$ cat src/rtl/mdu_iter.sv
// Iterative WIDTH-generic multiply/divide unit for EX: shift-add multiply and
// restoring radix-2 divide, one step per cycle, with flush cancel and pause request.
module mdu_iter #(
  parameter int unsigned WIDTH = 32
) (
  input  logic                 clk,
  input  logic                 rst,
  input  logic                 start_i,
  input  logic                 op_i,
  input  logic                 signed_i,
  input  logic                 cancel_i,
  input  logic [WIDTH-1:0]     oprand1_i,
  input  logic [WIDTH-1:0]     oprand2_i,
  output logic [2*WIDTH-1:0]   result_o,
  output logic                 success_o,
  output logic                 pauseRequest_o,
  output logic                 busy_o
);

  localparam int unsigned CW = $clog2(WIDTH + 1);

  localparam logic [1:0] ST_IDLE  = 2'd0;
  localparam logic [1:0] ST_RUN   = 2'd1;
  localparam logic [1:0] ST_DZERO = 2'd2;
  localparam logic [1:0] ST_DONE  = 2'd3;

  logic [1:0]         state_q, state_d;
  logic [CW-1:0]      cnt_q, cnt_d;
  logic               op_q, op_d;
  logic               neg_lo_q, neg_lo_d;
  logic               neg_hi_q, neg_hi_d;
  logic [WIDTH-1:0]   op1_q, op1_d;
  logic [WIDTH-1:0]   mp_q, mp_d;
  logic [2*WIDTH-1:0] mc_q, mc_d;
  logic [2*WIDTH-1:0] acc_q, acc_d;
  logic [2*WIDTH-1:0] res_q, res_d;

  logic               s1, s2;
  logic [WIDTH-1:0]   abs1, abs2;
  logic [2*WIDTH-1:0] mul_sum, mul_res;
  logic [WIDTH:0]     rem_sh, rem_nx;
  logic [WIDTH+1:0]   diff;
  logic               qbit;
  logic [WIDTH-1:0]   quo_nx, quo_res, rem_res;

  always_comb begin
    s1 = signed_i & oprand1_i[WIDTH-1];
    s2 = signed_i & oprand2_i[WIDTH-1];
    // Low WIDTH bits of the (WIDTH+1)-bit negation: MIN maps to its unsigned magnitude.
    abs1 = s1 ? ('0 - oprand1_i) : oprand1_i;
    abs2 = s2 ? ('0 - oprand2_i) : oprand2_i;

    mul_sum = acc_q + (mp_q[0] ? mc_q : '0);
    mul_res = neg_lo_q ? ('0 - mul_sum) : mul_sum;

    // mp_q holds the dividend bits still to shift in, then the quotient bits.
    rem_sh  = {acc_q[WIDTH-1:0], mp_q[WIDTH-1]};
    diff    = {1'b0, rem_sh} - {2'b00, mc_q[WIDTH-1:0]};
    qbit    = ~diff[WIDTH+1];
    rem_nx  = qbit ? diff[WIDTH:0] : rem_sh;
    quo_nx  = {mp_q[WIDTH-2:0], qbit};
    quo_res = neg_lo_q ? ('0 - quo_nx) : quo_nx;
    rem_res = neg_hi_q ? ('0 - rem_nx[WIDTH-1:0]) : rem_nx[WIDTH-1:0];
  end

  always_comb begin
    state_d  = state_q;
    cnt_d    = cnt_q;
    op_d     = op_q;
    neg_lo_d = neg_lo_q;
    neg_hi_d = neg_hi_q;
    op1_d    = op1_q;
    mp_d     = mp_q;
    mc_d     = mc_q;
    acc_d    = acc_q;
    res_d    = res_q;

    case (state_q)
      ST_IDLE: begin
        if (start_i && !cancel_i) begin
          op_d     = op_i;
          op1_d    = oprand1_i;
          neg_lo_d = s1 ^ s2;
          neg_hi_d = s1;
          cnt_d    = '0;
          acc_d    = '0;
          if (op_i) begin
            mp_d = abs1;
            mc_d = {{WIDTH{1'b0}}, abs2};
          end else begin
            mp_d = abs2;
            mc_d = {{WIDTH{1'b0}}, abs1};
          end
          state_d = (op_i && (oprand2_i == '0)) ? ST_DZERO : ST_RUN;
        end
      end
      ST_RUN: begin
        if (op_q) begin
          acc_d = (2*WIDTH)'(rem_nx);
          mp_d  = quo_nx;
        end else begin
          acc_d = mul_sum;
          mc_d  = mc_q << 1;
          mp_d  = mp_q >> 1;
        end
        cnt_d = cnt_q + CW'(1);
        if (cnt_q == CW'(WIDTH - 1)) begin
          res_d   = op_q ? {rem_res, quo_res} : mul_res;
          state_d = ST_DONE;
        end
      end
      ST_DZERO: begin
        res_d   = {op1_q, {WIDTH{1'b1}}};
        state_d = ST_DONE;
      end
      default: begin
        if (!start_i) state_d = ST_IDLE;
      end
    endcase

    if (cancel_i && (state_q != ST_IDLE)) begin
      state_d = ST_IDLE;
      cnt_d   = '0;
      res_d   = '0;
    end
  end

  always_ff @(posedge clk or posedge rst) begin
    if (rst) begin
      state_q  <= ST_IDLE;
      cnt_q    <= '0;
      op_q     <= 1'b0;
      neg_lo_q <= 1'b0;
      neg_hi_q <= 1'b0;
      op1_q    <= '0;
      mp_q     <= '0;
      mc_q     <= '0;
      acc_q    <= '0;
      res_q    <= '0;
    end else begin
      state_q  <= state_d;
      cnt_q    <= cnt_d;
      op_q     <= op_d;
      neg_lo_q <= neg_lo_d;
      neg_hi_q <= neg_hi_d;
      op1_q    <= op1_d;
      mp_q     <= mp_d;
      mc_q     <= mc_d;
      acc_q    <= acc_d;
      res_q    <= res_d;
    end
  end

  assign result_o       = res_q;
  assign success_o      = (state_q == ST_DONE);
  assign busy_o         = (state_q != ST_IDLE);
  assign pauseRequest_o = ~rst & start_i & ~success_o & ~cancel_i;

endmodule

$ cat config.mk
export PLATFORM = sky130hd
export DESIGN_NAME = mdu_iter
export DESIGN_NICKNAME = d
export VERILOG_FILES = /design/src/rtl/mdu_iter.sv
export SDC_FILE = /design/constraint.sdc
export NUM_CORES = 1
export LEC_CHECK = 0
export CAP_MARGIN = 20
export CORE_UTILIZATION = 45
export DETAILED_ROUTE_END_ITERATION = 6
export PLACE_DENSITY = 0.67
export SYNTH_ARGS = -nofsm -noshare
export SYNTH_HDL_FRONTEND = slang
export SYNTH_SLANG_ARGS = --single-unit
export TNS_END_PERCENT = 100
$ cat constraint.sdc
create_clock -name clk -period 18.3 [get_ports clk]
set_input_delay 2.745 -clock clk [delete_from_list [all_inputs] [get_ports clk]]
set_output_delay 2.745 -clock clk [all_outputs]
set_load 0.01 [all_outputs]
# After elaboration in Yosys (flattened, before gate mapping)

Index checks and enable logic that the tools add are counted.

Logic and storage cells: 84
Output and inout port bits: 67
Flip-flop bits (word level): 267

Equal/unequal tests: 9
Muxes and demuxes: 31
Bitwise operators: 10
Add/sub/neg operators: 8
Reduce and logical (&&, ||, !) cells: 16

Operators with widths:

| operator                | number |
|---|---|
| $mux W64                | 9 |
| $pmux W64 S2            | 3 |
| $mux W32                | 8 |
| $sub A1 B32 Y32 const A | 4 |
| $add A64 B64 Y64        | 1 |
| $pmux W32 S2            | 1 |
| $sub A1 B64 Y64 const A | 1 |
| $sub A33 B32 Y34        | 1 |
| $mux W33                | 1 |
| $logic_not A32 Y1       | 1 |
| $mux W6                 | 2 |
| $pmux W6 S2             | 1 |
| $mux W2                 | 5 |
| $reduce_and A2 Y1       | 4 |
| $add A6 B1 Y6 const B   | 1 |
| $eq A6 B5 Y1 const B    | 1 |
| $ne A3 B3 Y1 const B    | 2 |
| $pmux W2 S3             | 1 |
| $reduce_and A3 Y1       | 2 |
| $reduce_bool A3 Y1      | 2 |
| $and A1 B1 Y1           | 5 |
| $ne A5 B1 Y1 const B    | 1 |
| $eq A2 B2 Y1 const B    | 2 |
| $ne A2 B2 Y1 const B    | 2 |
| other kinds (7)         | 13 |

# Depth between registers and ports, before layout

Depth in word-level cells: 8
Gate-level depth with buffers: 27

# Worst setup path after synthesis

OpenSTA, ideal clock, no wires.

Path type: register to register
Start: register acc_q[7]
End: register res_q[60] (netlist: result_o[60])
Buffers on the path: 4
Clock period less this slack: 6157 ps
Data required time: 18164 ps
Setup slack: 12143 ps
Stages on the path, launching flop included: 24
Arrival time: 6021 ps
Cell sequence: dfrtp_1 -> ha_1 -> clkbuf_1 -> nand2_1 -> or3_1 -> o21a_1 -> a2111o_1 -> nand2_1 -> buf_1 -> clkbuf_1 -> clkbuf_1 -> nand2_1 -> o21ai_0 -> ha_1 -> nand3_1 -> or2_2 -> or4_1 -> o31a_1 -> o21bai_1 -> or4_1 -> o31ai_1 -> xor2_1 -> a221oi_1 -> o21ai_0

Word-level cells in the longest chain between the ends: 8
Elaborated cells on any way between the ends: 11
Those cells by class: 4 x add/sub; 7 x mux

RTL lines:

| item                                                                     | line | text |
|---|---|---|
| start, declared                                                          | 35   | `logic [2*WIDTH-1:0] acc_q, acc_d;` |
| start signal, assigned                                                   | 138  | `acc_q <= '0;` |
| start signal, assigned                                                   | 149  | `acc_q <= acc_d;` |
| parallel branches: the longest is 4 deep, another holds $add A64 B64 Y64 | -    |  |
| $mux W64 *                                                               | 108  | `res_d = op_q ? {rem_res, quo_res} : mul_res;` |
| $mux W64 *                                                               | 107  | `if (cnt_q == CW'(WIDTH - 1)) begin` |
| $pmux W64 S2 *                                                           | 78   | `case (state_q)` |
| $mux W64 *                                                               | 121  | `if (cancel_i && (state_q != ST_IDLE)) begin` |
| end signal, assigned                                                     | 150  | `res_q <= res_d;` |
| end, declared                                                            | 36   | `logic [2*WIDTH-1:0] res_q, res_d;` |

Every way passes the cells marked *. The select of a mux whose other input is x is not followed.
A chain may end at the register's enable or synchronous reset.

# Worst setup path in the final report

Start: input cancel_i
End: output pauseRequest_o

Word-level cells in the longest chain between the ends: 2

RTL lines:

| item            | line | text |
|---|---|---|
| start, declared | 11   | `input logic cancel_i,` |
| $not A1 Y1      | 157  | `assign pauseRequest_o = ~rst & start_i & ~success_o & ~cancel_i;` |
| $and A1 B1 Y1   | 157  |  |
| end, declared   | 16   | `output logic pauseRequest_o,` |

No other way between the ends.

==> impl_metrics.env <==
export IMPL_hold_class="reg2reg"
export IMPL_grt_overflow_total=0
export IMPL_status="finished clean"
export IMPL_h_tree_depth=2
export IMPL_power_density_nw_per_um2=204
export IMPL_ys_warn_count=0
export IMPL_path_clk_slew_ns=0.06
export IMPL_cts_buffers=36
export IMPL_cts_tree="done"
export IMPL_rows=85
export IMPL_end_kind="output port"
export IMPL_grt_max_degree=158
export IMPL_die_width_um=237
export IMPL_grt_usage_pct=37.1
export IMPL_synth_top_area_share_pct=27.0
export IMPL_globalplace_congestion=1.03
export IMPL_p_clk_share_pct=13.5
export IMPL_synth_largest_area_cell="dfrtp_1"
export IMPL_cts_resized=0
export IMPL_final_common_cell="nand2_1"
export IMPL_critPathRequiredTime_ns=15.55
export IMPL_crit_fanout=5
export IMPL_dominantRegCellSynth="dfrtp_1"
export IMPL_setup_worst_path_start_class="input port"
export IMPL_ant_nets=0
export IMPL_layout_setup_ws_ns=11.38
export IMPL_setup_tns_ns=0
export IMPL_die_h_um=237
export IMPL_fin_skew_ns=0.0275
export IMPL_initial_core_util_pct=45.7
export IMPL_crit_slowest_cell="clkdlybuf4s50_1"
export IMPL_grt_pass1_wl_mm=157
export IMPL_final_cells=3937
export IMPL_mostFrequentLayoutCells="nand2_1 (381), nor2_1 (293), o21ai_0 (280), a21oi_1 (268), dfrtp_1 (265)"
export IMPL_critical_path_arrival_ns=4.17
export IMPL_crit_chain="clkdlybuf4s50_1 -> inv_1 -> nand2_1 -> nor3_1 -> clkdlybuf4s50_1"
export IMPL_vias=26400
export IMPL_seqPwrFrac_pct=19.1
export IMPL_synth_nets=3399
export IMPL_synth_edf_count=0
export IMPL_async_reset_ff_share_pct=100
export IMPL_synth_sequential_area_ratio_pct=27.0
export IMPL_tightest_slew_ns=1.17
export IMPL_ys_types=92
export IMPL_dp_hpwl_mm=81.9
export IMPL_drive_above_1_share_pct=5.52
export IMPL_pre_cts_slack_ns=11.41
export IMPL_wl_mm=106
export IMPL_post_cts_buffers=0
export IMPL_antenna_found_initial=3
export IMPL_wl_per_cell_um=26.9
export IMPL_switching_share_pct=56.2
export IMPL_yosys_register_bits=267
export IMPL_synthesis_instances=3222
export IMPL_vias_per_cell=6.71
export IMPL_die_area_um2=56000
export IMPL_nets=3391
export IMPL_hold_viol_final=0
export IMPL_max_freq_mhz=145
export IMPL_cpMostUsedCell="clkdlybuf4s50_1"
export IMPL_cts_hold_buffers=0
export IMPL_drv_cap=0
export IMPL_setup_viol=0
export IMPL_io_pins=137
export IMPL_power_switching_w=0.00318
export IMPL_ys_top_cells_by_area="dfrtp_1 (27%), nand2_1 (5.8%), o21ai_0 (5.7%)"
export IMPL_drc_errors=0
export IMPL_io_buffer_count=136
export IMPL_layout_min_cycle_time_ns=6.92
export IMPL_ir_worst_vdd_v=0.000104
export IMPL_fillers=5264
export IMPL_syn_area_um2=24800
export IMPL_report_final_slew_viol_count=0
export IMPL_max_stage_delay_ns=0.57
export IMPL_power_leakage_nw=11.4
export IMPL_grt_setup_unrepaired="false"
export IMPL_dp_cells=3871
export IMPL_synth_area_per_cell_um2=7.68
export IMPL_period_share_pct=37.8
export IMPL_cts_root_buf="clkbuf_16"
export IMPL_first_pass_iters=6
export IMPL_core_um2=54100
export IMPL_slew_limit_headroom_pct=21.7
export IMPL_clock_latency_ns=0.59
export IMPL_power_w=0.00567
export IMPL_clk_path_buf_depth=3
export IMPL_clock_sinks=267
export IMPL_syn_to_final_growth_pct=12.2
export IMPL_path_class="in2out"
export IMPL_p_int_w=0.00248
export IMPL_drt_iter0_drc=3174
export IMPL_power_frac_comb_pct=67.5
export IMPL_grt_pass1_vias=25000
area by class of cell:
type | count | area (um^2) | area share [%]
Clock buffer | 49 | 1020 | 3.67
Sequential cell | 267 | 6690 | 24.1
Tap cell | 696 | 871 | 3.13
Inverter | 82 | 315 | 1.14
Antenna cell | 1 | 2.50 | 0.00901
Clock inverter | 15 | 241 | 0.869
Multi-Input combinational cell | 2655 | 17000 | 61.2
Timing Repair Buffer | 172 | 1640 | 5.92
metrics by stage:
stage	utilization, %	instance area, um^2	hold slack, ns
after CTS	51.3	27800	0.473
after floorplan	-	24800	0.441
final	51.3	27800	0.470
after global routing	51.3	27800	0.503
after global placement	49.0	26500	0.459
after detailed placement	49.0	26500	0.460
synthesized netlist by cell type (all sizes together) (78+ instances only):
cell / instances
xor2: 109
nand2: 381
clkbuf: 187
a21oi: 270
nor2: 294
ha: 105
mux2i: 82
nor3: 78
dfrtp: 267
o21ai: 289
xnor2: 127
inv: 80
power by group through the flow:
| stage | Clock (W) | Sequential (W) | Combinational (W) |
|---|---|---|---|
| detailed placement | 0 | 0.00108 | 0.00367 |
| global placement | 0 | 0.00107 | 0.00364 |
| finish | 0.000763 | 0.00108 | 0.00382 |
| floorplan | 0 | 0.000955 | 0.00239 |
| CTS | 0.000770 | 0.00107 | 0.00369 |
| global route | 0.000790 | 0.00110 | 0.00404 |
cell families (layout without fill, tap and decap cells):
group	Yosys count	count (layout)	synth area share, %
AOI/OAI and AO/OA	1067	1067	28.1
xor gates and xnor gates	236	236	8.35
adders and majority gates	107	107	5.47
buffers and inverters	300	318	4.62
DFF	267	267	27.0
muxes	114	114	4.82
other	0	1	0
and+or+nand+nor	1131	1131	21.6
registers in the layout, summed over array words and instances (netlist names):
| register | flops |
|---|---|
| acc_q | 64 |
| cnt_q | 6 |
| mc_q | 64 |
| mp_q | 32 |
| neg_hi_q | 1 |
| neg_lo_q | 1 |
| op1_q | 32 |
| op_q | 1 |
| result_o | 64 |
| state_q | 2 |
worst paths after layout:
kind | slack (ns) | cells past startpoint | to | from
max in group asynchronous | 14.15 | 3 | acc_q[32]$_DFFE_PP0P_ | rst
min | 0.47 | 2 | result_o[14]$_DFFE_PP0P_ | result_o[14]$_DFFE_PP0P_
min reg2reg | 0.47 | 2 | result_o[14]$_DFFE_PP0P_ | result_o[14]$_DFFE_PP0P_
min in group asynchronous | 2.73 | 2 | state_q[1]$_DFFE_PP0P_ | rst
max | 11.38 | 5 | pauseRequest_o | cancel_i
max reg2reg | 11.90 | 16 | result_o[37]$_DFFE_PP0P_ | mp_q[0]$_DFFE_PP0P_
layer usage:
metal / vias up / track usage, % / wire [um]
met4: 4 / 25.2 / 7980
li1: 11900 / - / -
met1: 12800 / 46.7 / 41600
met5: - / 0 / 23
met2: 1442 / 58.2 / 47200
met3: 324 / 6.35 / 9020
worst max-delay path: cells and delay by family:
| kind | cells | cell delay [ns] |
|---|---|---|
| simple gates | 2 | 0.28 |
| buf+inv | 3 | 1.14 |
Note: power is estimated with default switching activity, not from simulation.
